===== config.mk =====
export PLATFORM = sky130hd
export DESIGN_NAME = fft_frame_ctrl
export DESIGN_NICKNAME = d
export VERILOG_FILES = /design/src/rtl/fft_frame_ctrl.sv
export SDC_FILE = /design/constraint.sdc
export NUM_CORES = 1
export LEC_CHECK = 0
export ABC_AREA = 1
export CAP_MARGIN = 5
export CORE_MARGIN = 1.5
export CORE_UTILIZATION = 45
export CTS_CLUSTER_DIAMETER = 200
export DETAILED_ROUTE_END_ITERATION = 8
export GPL_TIMING_DRIVEN = 0
export PLACE_DENSITY = 0.76
export SLEW_MARGIN = 20
export SYNTH_ARGS = -nofsm -noshare
export SYNTH_HDL_FRONTEND = slang
export SYNTH_SLANG_ARGS = --single-unit

===== constraint.sdc =====
create_clock -name clk -period 8.1 [get_ports clk]
set_clock_uncertainty 0.2 [all_clocks]
set_input_delay 0.81 -clock clk [delete_from_list [all_inputs] [get_ports clk]]
set_output_delay 0.81 -clock clk [all_outputs]
set_load 0.1 [all_outputs]

===== src/rtl/fft_frame_ctrl.sv =====
// Frame scheduler for the streaming FFT core: gates core enables, flushes on stop
// and flags the output stream with valid/sof/eof once the pipeline latency has elapsed.
module fft_frame_ctrl #(
    parameter int WORDLENGTH = 32,
    parameter int FRAME_LEN  = 1024,
    parameter int LATENCY    = 7168,
    parameter int CNTW       = 16
) (
    input  logic                  clk,
    input  logic                  rst,
    input  logic                  start,
    input  logic                  stop,
    input  logic                  in_valid,
    output logic                  in_ready,
    input  logic [WORDLENGTH-1:0] in_data,
    output logic                  fft_enable,
    output logic [WORDLENGTH-1:0] fft_data_in,
    input  logic [WORDLENGTH-1:0] fft_data_out,
    output logic                  out_valid,
    output logic                  out_sof,
    output logic                  out_eof,
    output logic [WORDLENGTH-1:0] out_data,
    output logic                  busy,
    output logic [CNTW-1:0]       frames_in,
    output logic [CNTW-1:0]       frames_out,
    output logic [1:0]            dbg_state
);

    localparam int FW = (FRAME_LEN > 1) ? $clog2(FRAME_LEN) : 1;
    localparam int LW = $clog2(LATENCY + 1);
    localparam logic [FW-1:0] F_LAST = FW'(FRAME_LEN - 1);
    localparam logic [LW-1:0] LAT    = LW'(LATENCY);

    typedef enum logic [1:0] {
        S_IDLE  = 2'd0,
        S_RUN   = 2'd1,
        S_FLUSH = 2'd2
    } state_t;

    // Handshake: a sample moves when in_valid && in_ready on a rising clk edge;
    // in_ready is high exactly in RUN and never depends on in_valid.
    state_t          state_q, state_d;
    logic [FW-1:0]   in_cnt_q, in_cnt_d;
    logic [FW-1:0]   out_cnt_q, out_cnt_d;
    logic [LW-1:0]   lat_cnt_q, lat_cnt_d;
    logic [CNTW-1:0] frames_in_q, frames_in_d;
    logic [CNTW-1:0] frames_out_q, frames_out_d;
    logic            stop_pend_q, stop_pend_d;
    logic            out_valid_q, out_valid_d;
    logic            out_sof_q, out_sof_d;
    logic            out_eof_q, out_eof_d;

    logic accept;
    logic in_wrap;
    logic productive;
    logic out_wrap;
    logic stop_req;

    always_comb begin
        accept      = (state_q == S_RUN) && in_valid;
        fft_enable  = accept || (state_q == S_FLUSH);
        fft_data_in = (state_q == S_RUN) ? in_data : '0;
        in_wrap     = accept && (in_cnt_q == F_LAST);
        stop_req    = stop || stop_pend_q;

        in_cnt_d    = in_cnt_q;
        if (accept) begin
            in_cnt_d = in_wrap ? '0 : in_cnt_q + FW'(1);
        end
        frames_in_d = frames_in_q + CNTW'(in_wrap);

        lat_cnt_d = lat_cnt_q;
        if (fft_enable && (lat_cnt_q != LAT)) begin
            lat_cnt_d = lat_cnt_q + LW'(1);
        end

        // A frame completing this cycle already counts as real input.
        productive   = fft_enable && (lat_cnt_q == LAT) && (frames_out_q < frames_in_d);
        out_wrap     = productive && (out_cnt_q == F_LAST);
        out_cnt_d    = out_cnt_q;
        if (productive) begin
            out_cnt_d = out_wrap ? '0 : out_cnt_q + FW'(1);
        end
        frames_out_d = frames_out_q + CNTW'(out_wrap);
        out_valid_d  = productive;
        out_sof_d    = productive && (out_cnt_q == '0);
        out_eof_d    = out_wrap;

        state_d     = state_q;
        stop_pend_d = 1'b0;
        case (state_q)
            S_IDLE: begin
                if (start) begin
                    state_d      = S_RUN;
                    in_cnt_d     = '0;
                    lat_cnt_d    = '0;
                    out_cnt_d    = '0;
                    frames_in_d  = '0;
                    frames_out_d = '0;
                end
            end
            S_RUN: begin
                stop_pend_d = stop_req;
                if (stop_req && (in_cnt_d == '0)) begin
                    stop_pend_d = 1'b0;
                    state_d     = (frames_in_d == frames_out_d) ? S_IDLE : S_FLUSH;
                end
            end
            S_FLUSH: begin
                if (out_wrap && (frames_out_d == frames_in_q)) begin
                    state_d = S_IDLE;
                end
            end
            default: state_d = S_IDLE;
        endcase
    end

    always_ff @(posedge clk) begin
        if (rst) begin
            state_q      <= S_IDLE;
            in_cnt_q     <= '0;
            out_cnt_q    <= '0;
            lat_cnt_q    <= '0;
            frames_in_q  <= '0;
            frames_out_q <= '0;
            stop_pend_q  <= 1'b0;
            out_valid_q  <= 1'b0;
            out_sof_q    <= 1'b0;
            out_eof_q    <= 1'b0;
        end else begin
            state_q      <= state_d;
            in_cnt_q     <= in_cnt_d;
            out_cnt_q    <= out_cnt_d;
            lat_cnt_q    <= lat_cnt_d;
            frames_in_q  <= frames_in_d;
            frames_out_q <= frames_out_d;
            stop_pend_q  <= stop_pend_d;
            out_valid_q  <= out_valid_d;
            out_sof_q    <= out_sof_d;
            out_eof_q    <= out_eof_d;
        end
    end

    assign in_ready   = (state_q == S_RUN);
    assign busy       = (state_q != S_IDLE);
    assign out_valid  = out_valid_q;
    assign out_sof    = out_sof_q;
    assign out_eof    = out_eof_q;
    assign out_data   = fft_data_out;
    assign frames_in  = frames_in_q;
    assign frames_out = frames_out_q;
    assign dbg_state  = state_q;

endmodule

==> results.txt <==
clock power share - 39.8%
Initial DRT Pass Iterations - 5
drt total wl - 15430 um
Wirelength per Cell - 13.34 um
Tcrit/Tclk final - 87.24%
EDFF count, synth - 0
num rows - 39
remaining antenna violation count - 0
dominant cells by area after synthesis - dfxtp_1 (27%), nand2_1 (14%), nor2_1 (11%)
Worst EP arrival - 7.11 ns
Logic pwr share - 27.7%
critical path type - in -> reg
antenna violations before repair - 0
syn avg cell area - 6.148 um^2
switching share of power - 35.47%
Setup Viol. Count Final - 0
commonest cells in the netlist - nand2_1 (203), nor2_1 (155), inv_1 (133), dfxtp_1 (71), nand3_1 (68)
f_max - 141.5 MHz
routed vias - 5742
largest net degree at the start of global routing - 13
HP Class - reg -> reg
vias in the first global route - 5179
DRC - 0
most frequent CP cell - nand2_1
global-route wire length before repair - 24650 um
hold_buf cts - 0
core area - 11420 um^2
leakage - 3.217 nW
Worst-Skew Late Latency - 0.34 ns
CP max FO - 9
synthesized area - 5281 um^2
die footprint - 12400 um^2
top_reg_cell synth - dfxtp_1
min Tclk post-route - 7.066 ns
setup tns final - 0 ns
fin nets - 1102
number of max-cap violations - 0
CP max-delay cell - clkdlybuf4s50_1
status - finished clean
CP endpoint kind - flop
most common cell in the netlist - nand2_1
ys async rst share - 0%
routed vias/inst - 4.963
pwr/cell area - 152.7 nW/um^2
slew margin rel. - 30.60%
RePlAce Congestion - 0.9596
Final Hold Vio Count - 0
Req. time, crit path - 8.14 ns
post-route insts no fill - 1157
Final Util - 62.84%
Synth Register Bits - 71
Post-Synthesis Cells - 859
Sequential Power Share - 32.5%
Psw - 0.0003887 W
post-synthesis sequential area ratio - 26.91%
clock root buffer - clkbuf_16
Die Y - 111.3 um
CP Launch Type - primary input
Max IR drop VDD - 101.6 uV
TritonCTS Buffers - 9
Post-CTS Setup Bufs - 0
die width - 111.3 um
# IOs - 173
Clock Pin Slew Worst Setup and Hold Paths - 0.06 ns
filler instances - 1088
area post-placement - 6852 um^2
CP peak stage delay - 0.50 ns
Slew @ Worst Pin - 1.038 ns
DRT iter0 DRCs - 374
CTS Buffer Depth - 2
Clock Sink Count - 71
CTS tree - done
syn nets - 952
synth warn - 0
Internal Power - 0.0007072 W
post-synth top area share - 26.91%
RSZ-0062 raised after global routing - false
CTS resizes - 0
Initial Utilization - 46.25%
n_diodes - 0
CTS H-Tree Depth - 3
Tot GR Track Use - 24.48%
I/O Buffers - 139
Max Slew Vio Count - 0
share of post-route cells with drive strength above 1 - 8.087%
Inst Count DP - 1141
area grow syn2layout - 35.87%
HPWL after DPL - 11980 um
design area - 7176 um^2
GR Overflow Total - 0
Yosys cell types - 34
cell taking the most area after synthesis - dfxtp_1
## per-layer routing
layer | global-route usage, % | up-vias | part of all wire [%]
met2 | 40.29 | 192 | 47
met5 | 0 | - | 0
li1 | - | 2977 | -
met1 | 33.19 | 2559 | 46
met4 | 6.414 | 0 | 0.97
met3 | 4.464 | 14 | 6.9
## metrics by stage
| stage | hold slack, ns | setup slack, ns | total power [W] |
|---|---|---|---|
| after floorplan | 0.2609 | 1.759 | 0.0005906 |
| after global routing | 0.3459 | 0.6532 | 0.001124 |
| after global placement | 0.2982 | 0.9648 | 0.0006651 |
| final | 0.3136 | 1.034 | 0.001096 |
| after detailed placement | 0.3032 | 0.9070 | 0.0006671 |
| after CTS | 0.3147 | 1.250 | 0.001100 |
## cells by family after synthesis
| kind of cell | synth area share (%) |
|---|---|
| AOI/OAI and AO/OA | 5.946 |
| buffers and inverters | 14.83 |
| DFF | 26.91 |
| xor gates and xnor gates | 3.649 |
| and+or+nand+nor | 42.98 |
| adders and majority gates | 5.686 |
## worst paths after layout
| path | to | from | cells past startpoint | slack (ns) |
|---|---|---|---|---|
| worst max-delay path | dbg_state[1] | in_valid | 32 | 1.03 |
| worst min-delay path | out_cnt_q[2] | out_cnt_q[2] | 2 | 0.31 |
| worst max register to register | dbg_state[1] | dbg_state[0] | 33 | 1.35 |
| worst min register to register | out_cnt_q[2] | out_cnt_q[2] | 2 | 0.31 |
## registers in the layout, summed over array words and instances (netlist names), 2 cells and up
register    flops
frames_in      16
out_cnt_q      10
dbg_state       2
frames_out     16
in_cnt_q       10
lat_cnt_q      13
## worst max-delay path: cells and delay by family
family | cells | cell delay, ns
AOI/OAI and AO/OA | 2 | 0.62
and+or+nand+nor | 19 | 3.08
xor gates and xnor gates | 2 | 0.42
buffers and inverters | 4 | 0.80
adders and majority gates | 5 | 1.39
## power by group through the flow
stage	Combinational (W)	Clock, W	Sequential [W]
after floorplan	0.000219	0	0.000372
after global placement	0.000301	0	0.000364
after detailed placement	0.000303	0	0.000364
after CTS	0.000304	0.000439	0.000357
after global routing	0.000314	0.000453	0.000357
final	0.000303	0.000436	0.000357
## final cells by class
cell class / instances / area (um^2) / area share (%)
sequential: 71 / 1421 / 19.81
timing repair buffer: 139 / 1391 / 19.39
tap: 143 / 178.9 / 2.493
clock buffer: 11 / 242.7 / 3.383
buffer: 41 / 276.5 / 3.854
inverter: 135 / 506.7 / 7.062
clock inverter: 5 / 81.33 / 1.133
multi-input combinational: 612 / 3077 / 42.88
## cell usage in the layout (no fill, tap or decap), types with 2 or more instances in the layout
| cell | instances |
|---|---|
| nand2_2 | 7 |
| a31oi_1 | 2 |
| xor2_1 | 14 |
| nor2_4 | 3 |
| clkdlybuf4s50_1 | 139 |
| nand3_1 | 68 |
| dfxtp_1 | 71 |
| or2_2 | 3 |
| nand2_1 | 203 |
| nand3b_1 | 4 |
| ha_1 | 24 |
| xnor2_1 | 8 |
| nor3_1 | 21 |
| nand2_4 | 2 |
| o21bai_1 | 6 |
| buf_4 | 32 |
| nor3b_2 | 2 |
| nand4_1 | 24 |
| o21ai_0 | 15 |
| nor4_1 | 4 |
| a21oi_1 | 26 |
| a211oi_1 | 3 |
| nor2_1 | 155 |
| clkbuf_16 | 9 |
| o21ai_1 | 4 |
| nor2_2 | 8 |
| inv_2 | 2 |
| bufinv_16 | 2 |
| clkbuf_1 | 8 |
| buf_2 | 2 |
| inv_1 | 133 |
Note: power is estimated with default switching activity, not from simulation.
==> RTL change 1, RTL diff (same settings) <==
Make the reset (`rst`) asynchronous in one clocked block.
--- a/src/rtl/fft_frame_ctrl.sv
+++ b/src/rtl/fft_frame_ctrl.sv
@@ -115,7 +115,7 @@
         endcase
     end
 
-    always_ff @(posedge clk) begin
+    always_ff @(posedge clk or posedge rst) begin
         if (rst) begin
             state_q      <= S_IDLE;
             in_cnt_q     <= '0;
Function: differs if rst is asserted again (counterexample within 4 cycles, from zero or initial values and one cycle with rst high); with rst held inactive, the same outputs for 10 cycles.
==> RTL change 1 against the original RTL <==
  * Register-to-register slack improved by 0.44 ns
  * Sequential cell count unchanged
  * Worst setup slack improved by 0.54 ns
  * Non-clock buffer count increased by 4
  * Cell area increased by 6.5%
  * Worst hold slack got worse by 0.016 ns
  * Area after synthesis increased by 8.1%
  * Routed wire length increased by 3.7%
  * Sequential share of layout area increased by 3.4 points
  * Critical endpoint is now dbg_state[1]
Power is not compared: it rests on default switching activity, and its combinational part moved more than twofold at a synthesized area within 25%.
==> RTL change 1: results (changes against the original RTL) <==
- The flow ran to the end, and the final reports show no timing, DRC or antenna violations.
- The net count reported at finish is 1111 (+0.82%).
- The portion of the post-synthesis area used by sequential elements is 31.1% (+4.2 points).
- The global-route usage over all layers is 24.2% (-0.25 points).
- In the synthesized netlist the dominant register cell turns out to be sky130_fd_sc_hd__dfrtp_1.
- The data arrival at the endpoint of the critical path was 6.57 ns (-0.54 ns).
- The routed length per placed instance was 13.4 µm (+0.77%).
- The synthesized-area fraction occupied by ao, oa, aoi and oai cells was 5.50% (-0.45 points).
- The detailed-route wire length on metal 1 is 6.94 mm (-1.3%).
- Ranked by total cell area, the synthesized netlist is headed by sky130_fd_sc_hd__dfrtp_1 31%, sky130_fd_sc_hd__nand2_1 14%, sky130_fd_sc_hd__nor2_1 10%, sky130_fd_sc_hd__inv_1 8.6%, sky130_fd_sc_hd__ha_1 5.3%.
- The adder and majority cell fraction of the synthesized area was 5.26% (-0.43 points).
- The xor and xnor fraction of the mapped netlist area is 3.55% (-0.098 points).
- The placed cell count is 1175 (+3.0%).
- The global-route wire length before repair is 25.3 mm (+2.6%).
- The via count of the first global-routing pass was 5193 (+0.27%).
- The first-pass iteration count of the detailed router is 6 (+1).
- Tracing the worst setup path back leads to its startpoint at in_valid.
- The worst hold path startpoint is stop_pend_q.
- The number of DRC violations after detailed-routing iteration 0 came to 462 (+24%).
- The largest net degree at the start of global routing is 41 (+28).
- The count of filler cells inserted in the layout came to 1123 (+3.2%).
- The detailed-routed wire length on met2 is 7.71 mm (+7.2%).
- The launch point of the worst reg-to-reg path is dbg_state[0].
- The total half-perimeter wirelength after legalization and detailed placement is 12.7 mm (+5.9%).
- The standard cell area after detailed placement came to 7340 µm² (+7.2%).
- The last weighted congestion value of the routability-driven placer is 0.978 (+1.9%).
- The share of layout cells above drive strength 1 is 9.48% (+1.4 points).
- The highest cell delay on the worst timing path is 0.52 ns (+0.02 ns).
- The commonest cells after synthesis are 218 x sky130_fd_sc_hd__nand2_1, 159 x sky130_fd_sc_hd__nor2_1, 131 x sky130_fd_sc_hd__inv_1, 71 x sky130_fd_sc_hd__dfrtp_1, 60 x sky130_fd_sc_hd__nand3_1.
- The worst-margin pin slew came to 1.00 ns (-0.0331 ns).
- The highest net fanout along the worst path is 7 (-2).
- The average cell area after synthesis is 6.59 µm² (+7.2%).
- The maximum count of clock buffers along a single path is 2 (unchanged).
- The post-synth net total is 959 (+0.74%).
- The number of warnings printed during yosys synthesis is 0 (unchanged).
- The post-synthesis async set-or-reset flop share is 100% (+100 points).
- The post-placement setup slack is 1.30 ns (+0.394 ns).
- The number of buffers added on ports is 140 (+0.72%).
-- RTL change 1: cell types whose count changed after synthesis, sizes merged, moves of 6 or more --
cell   delta
dfrtp    +71
a21oi     -7
dfxtp    -71
nand2    +14
nor2      +6
-- RTL change 1: power by group through the flow --
stage	Sequential, W	Combinational (W)	Clock [W]
floorplan	0.000419	0.000654	0
CTS	0.000400	0.000879	0.000412
global placement	0.000406	0.000870	0
global route	0.000404	0.000922	0.000422
detailed placement	0.000405	0.000878	0
finish	0.000400	0.000876	0.000404
-- RTL change 1: final timing paths --
| path | to | depth (start not counted) | slack, ns |
|---|---|---|---|
| worst max-delay path | dbg_state[1] | 32 | 1.57 |
| worst min-delay path | stop_pend_q | 2 | 0.30 |
| worst max register to register | dbg_state[1] | 33 | 1.79 |
| worst min register to register | stop_pend_q | 2 | 0.30 |
| max in group asynchronous | frames_out[14] | 3 | 6.52 |
| min in group asynchronous | lat_cnt_q[2] | 2 | 0.62 |
-- RTL change 1: metal layers --
metal | global-route usage [%] | vias up
li1 | - | 2989
met1 | 32.9 | 2690
met2 | 40.3 | 219
met3 | 3.71 | 18
met4 | 6.99 | 0
met5 | 0 | -
-- RTL change 1: cell type report --
cell class / instances / area, µm² / area share, %
Clock inverter: 6 / 67.6 / 0.884
Inverter: 135 / 512 / 6.70
Clock buffer: 10 / 229 / 3.00
Sequential cell: 71 / 1780 / 23.3
Tap cell: 168 / 210 / 2.75
Timing Repair Buffer: 141 / 1420 / 18.6
Buffer: 43 / 293 / 3.83
Multi-Input combinational cell: 617 / 3130 / 41.0
-- RTL change 1: worst min-delay path: stages (launching register included) --
cell and delay, ns:
sky130_fd_sc_hd__dfrtp_1 0.32, sky130_fd_sc_hd__nor2_1 0.05, sky130_fd_sc_hd__nor2_1 0.09
==> RTL change 2, RTL diff (same settings) <==
Made on the original files. `WORDLENGTH`: 32 -> 48.
--- a/src/rtl/fft_frame_ctrl.sv
+++ b/src/rtl/fft_frame_ctrl.sv
@@ -1,7 +1,7 @@
 // Frame scheduler for the streaming FFT core: gates core enables, flushes on stop
 // and flags the output stream with valid/sof/eof once the pipeline latency has elapsed.
 module fft_frame_ctrl #(
-    parameter int WORDLENGTH = 32,
+    parameter int WORDLENGTH = 48,
     parameter int FRAME_LEN  = 1024,
     parameter int LATENCY    = 7168,
     parameter int CNTW       = 16
Ports: changed (resized fft_data_in, fft_data_out, in_data and out_data); port bits go from 173 to 237. The function was not compared with the original's and may differ.
==> RTL change 2 against the original RTL <==
  * Worst hold slack improved by 0.0021 ns
  * First-iteration DRC count fell by 2.1%
  * Routed wire length rose by 15%
  * Power fell by 0.28%
  * Critical path depth rose by 1
  * Utilization rose by 3.4 points
  * Sequential cell count did not move
  * Area after synthesis rose by 6.7%
  * Worst setup slack improved by 0.25 ns
  * Cell area rose by 12%
  * Critical path type unchanged
  * Largest power group unchanged
  * Highest routed layer unchanged
==> RTL change 2: results (changes against the original RTL) <==
- The run finished with clean final reports.
- The number of clock buffers in the layout came to 10 (-1).
- The vias after detailed routing was 6225 (+8.4%).
- The placed cell count is 1277 (+12%).
- The power per standard cell area came to 136 nW/µm² (-11%).
- The average cell area after synthesis is 6.12 µm² (-0.46%).
- The number of DRC violations after detailed-routing iteration 0 is 366 (-2.1%).
- The maximum resistive drop on vdd was 0.101 mV (-0.60%).
- The total clock sinks is 71 (unchanged).
- The standard cell area after detailed placement is 7730 µm² (+13%).
- The global-route wire length before repair is 26.7 mm (+8.3%).
- The via density per instance was 4.81 (-3.0%).
- The area taken by multi-input logic gates is 3240 µm² (+5.2%).
- The cell count of the worst reg-to-reg path is 32 (-3.0%).
- The smallest hold slack is 0.316 ns (+0.00215 ns).
- The post-synth net total is 1046 (+9.9%).
- The data arrival at the endpoint of the critical path is 6.86 ns (-0.25 ns).
- The last weighted congestion value of the routability-driven placer came to 0.928 (-3.3%).
- The count of plain and timing-repair buffers in the layout is 249 (+38%).
- The number of buffers added on ports is 188 (+35%).
- The die boundary width is 115 µm (+3.2%).
- The post-placement setup slack is 1.02 ns (+0.113 ns).
- The number of H-tree levels came to 3 (unchanged).
- The portion of the post-synthesis area used by sequential elements is 25.2% (-1.7 points).
- The share of layout cells above drive strength 1 is 9.60% (+1.5 points).
- The clock-cell share of area is 3.74% (-0.78 points).
- The routed length per placed instance is 13.8 µm (+3.3%).
- The number of inverters outside the clock class in the layout is 150 (+11%).
- The sequential share of power is 32.3% (-0.2 points).
- The CTS clock-pin slew for the worst setup and hold paths is 0.06 ns (about the same).
- The global-route usage over all layers is 25.8% (+1.4 points).
- The critical register-to-register path endpoint is dbg_state[1].
- Yosys attributes the largest share of cell area to sky130_fd_sc_hd__dfxtp_1 25%, sky130_fd_sc_hd__nand2_1 14%, sky130_fd_sc_hd__nor2_1 11%, sky130_fd_sc_hd__inv_1 9.5%, sky130_fd_sc_hd__nand3_1 6.4%.
- The class of the tightest hold or removal check is reg2reg.
- The count of distinct cell types in the synthesized netlist is 39 (+15%).
- The static power due to leakage is 3.51 nW (+9.1%).
- The highest net fanout along the worst path is 7 (-2).
- The commonest cells after synthesis are 213 x sky130_fd_sc_hd__nand2_1, 167 x sky130_fd_sc_hd__nor2_1, 142 x sky130_fd_sc_hd__inv_1, 72 x sky130_fd_sc_hd__nand3_1, 71 x sky130_fd_sc_hd__dfxtp_1.
- The multi-input gate share of the layout cell area is 40.3% (-2.6 points).
- The multi-input gate count is 639 (+4.4%).
- The hold-critical path depth came to 2 (unchanged).
- The count of filler cells inserted in the layout is 1138 (+4.6%).
- The remaining max-slew budget at the tightest pin is 28.3% (-2.3 points).
- The fraction of area in non-clock buffers came to 28.6% (+5.4 points).
- The reported net switching power is 0.000412 W (+5.9%).
- The register-to-register path setup slack is 1.77 ns (+0.42 ns).
- The largest net degree at the start of global routing came to 14 (+1).
## RTL change 2: routing by layer
layer | wire length [µm] | share of wire [%] | GRT usage, %
met3 | 1160 | 6.5 | 4.64
met4 | 331 | 1.9 | 8.23
met5 | 0 | 0 | 0
met2 | 8880 | 50 | 46.2
met1 | 7440 | 42 | 31.4
## RTL change 2: cells by family after synthesis
kind of cell,after synthesis,share of synthesized area [%]
AND/OR/NAND/NOR,538,42.7
adder cells (fa/ha/maj),24,5.33
AO/OA/AOI/OAI,53,5.39
XOR/XNOR,24,4.00
flip-flops,71,25.2
buffers and inverters,211,17.4
## RTL change 2: worst max path at each step
stage,from,to,slack (ns),cells past startpoint
6_report,in_valid,dbg_state[1],1.28,33
5_1_grt,in_valid,dbg_state[1],0.83,35
4_1_cts,in_valid,dbg_state[1],1.33,33
3_5_place_dp,in_valid,dbg_state[1],1.02,33
3_3_place_gp,in_valid,dbg_state[1],1.08,33
2_1_floorplan,dbg_state[0],dbg_state[1],2.36,34
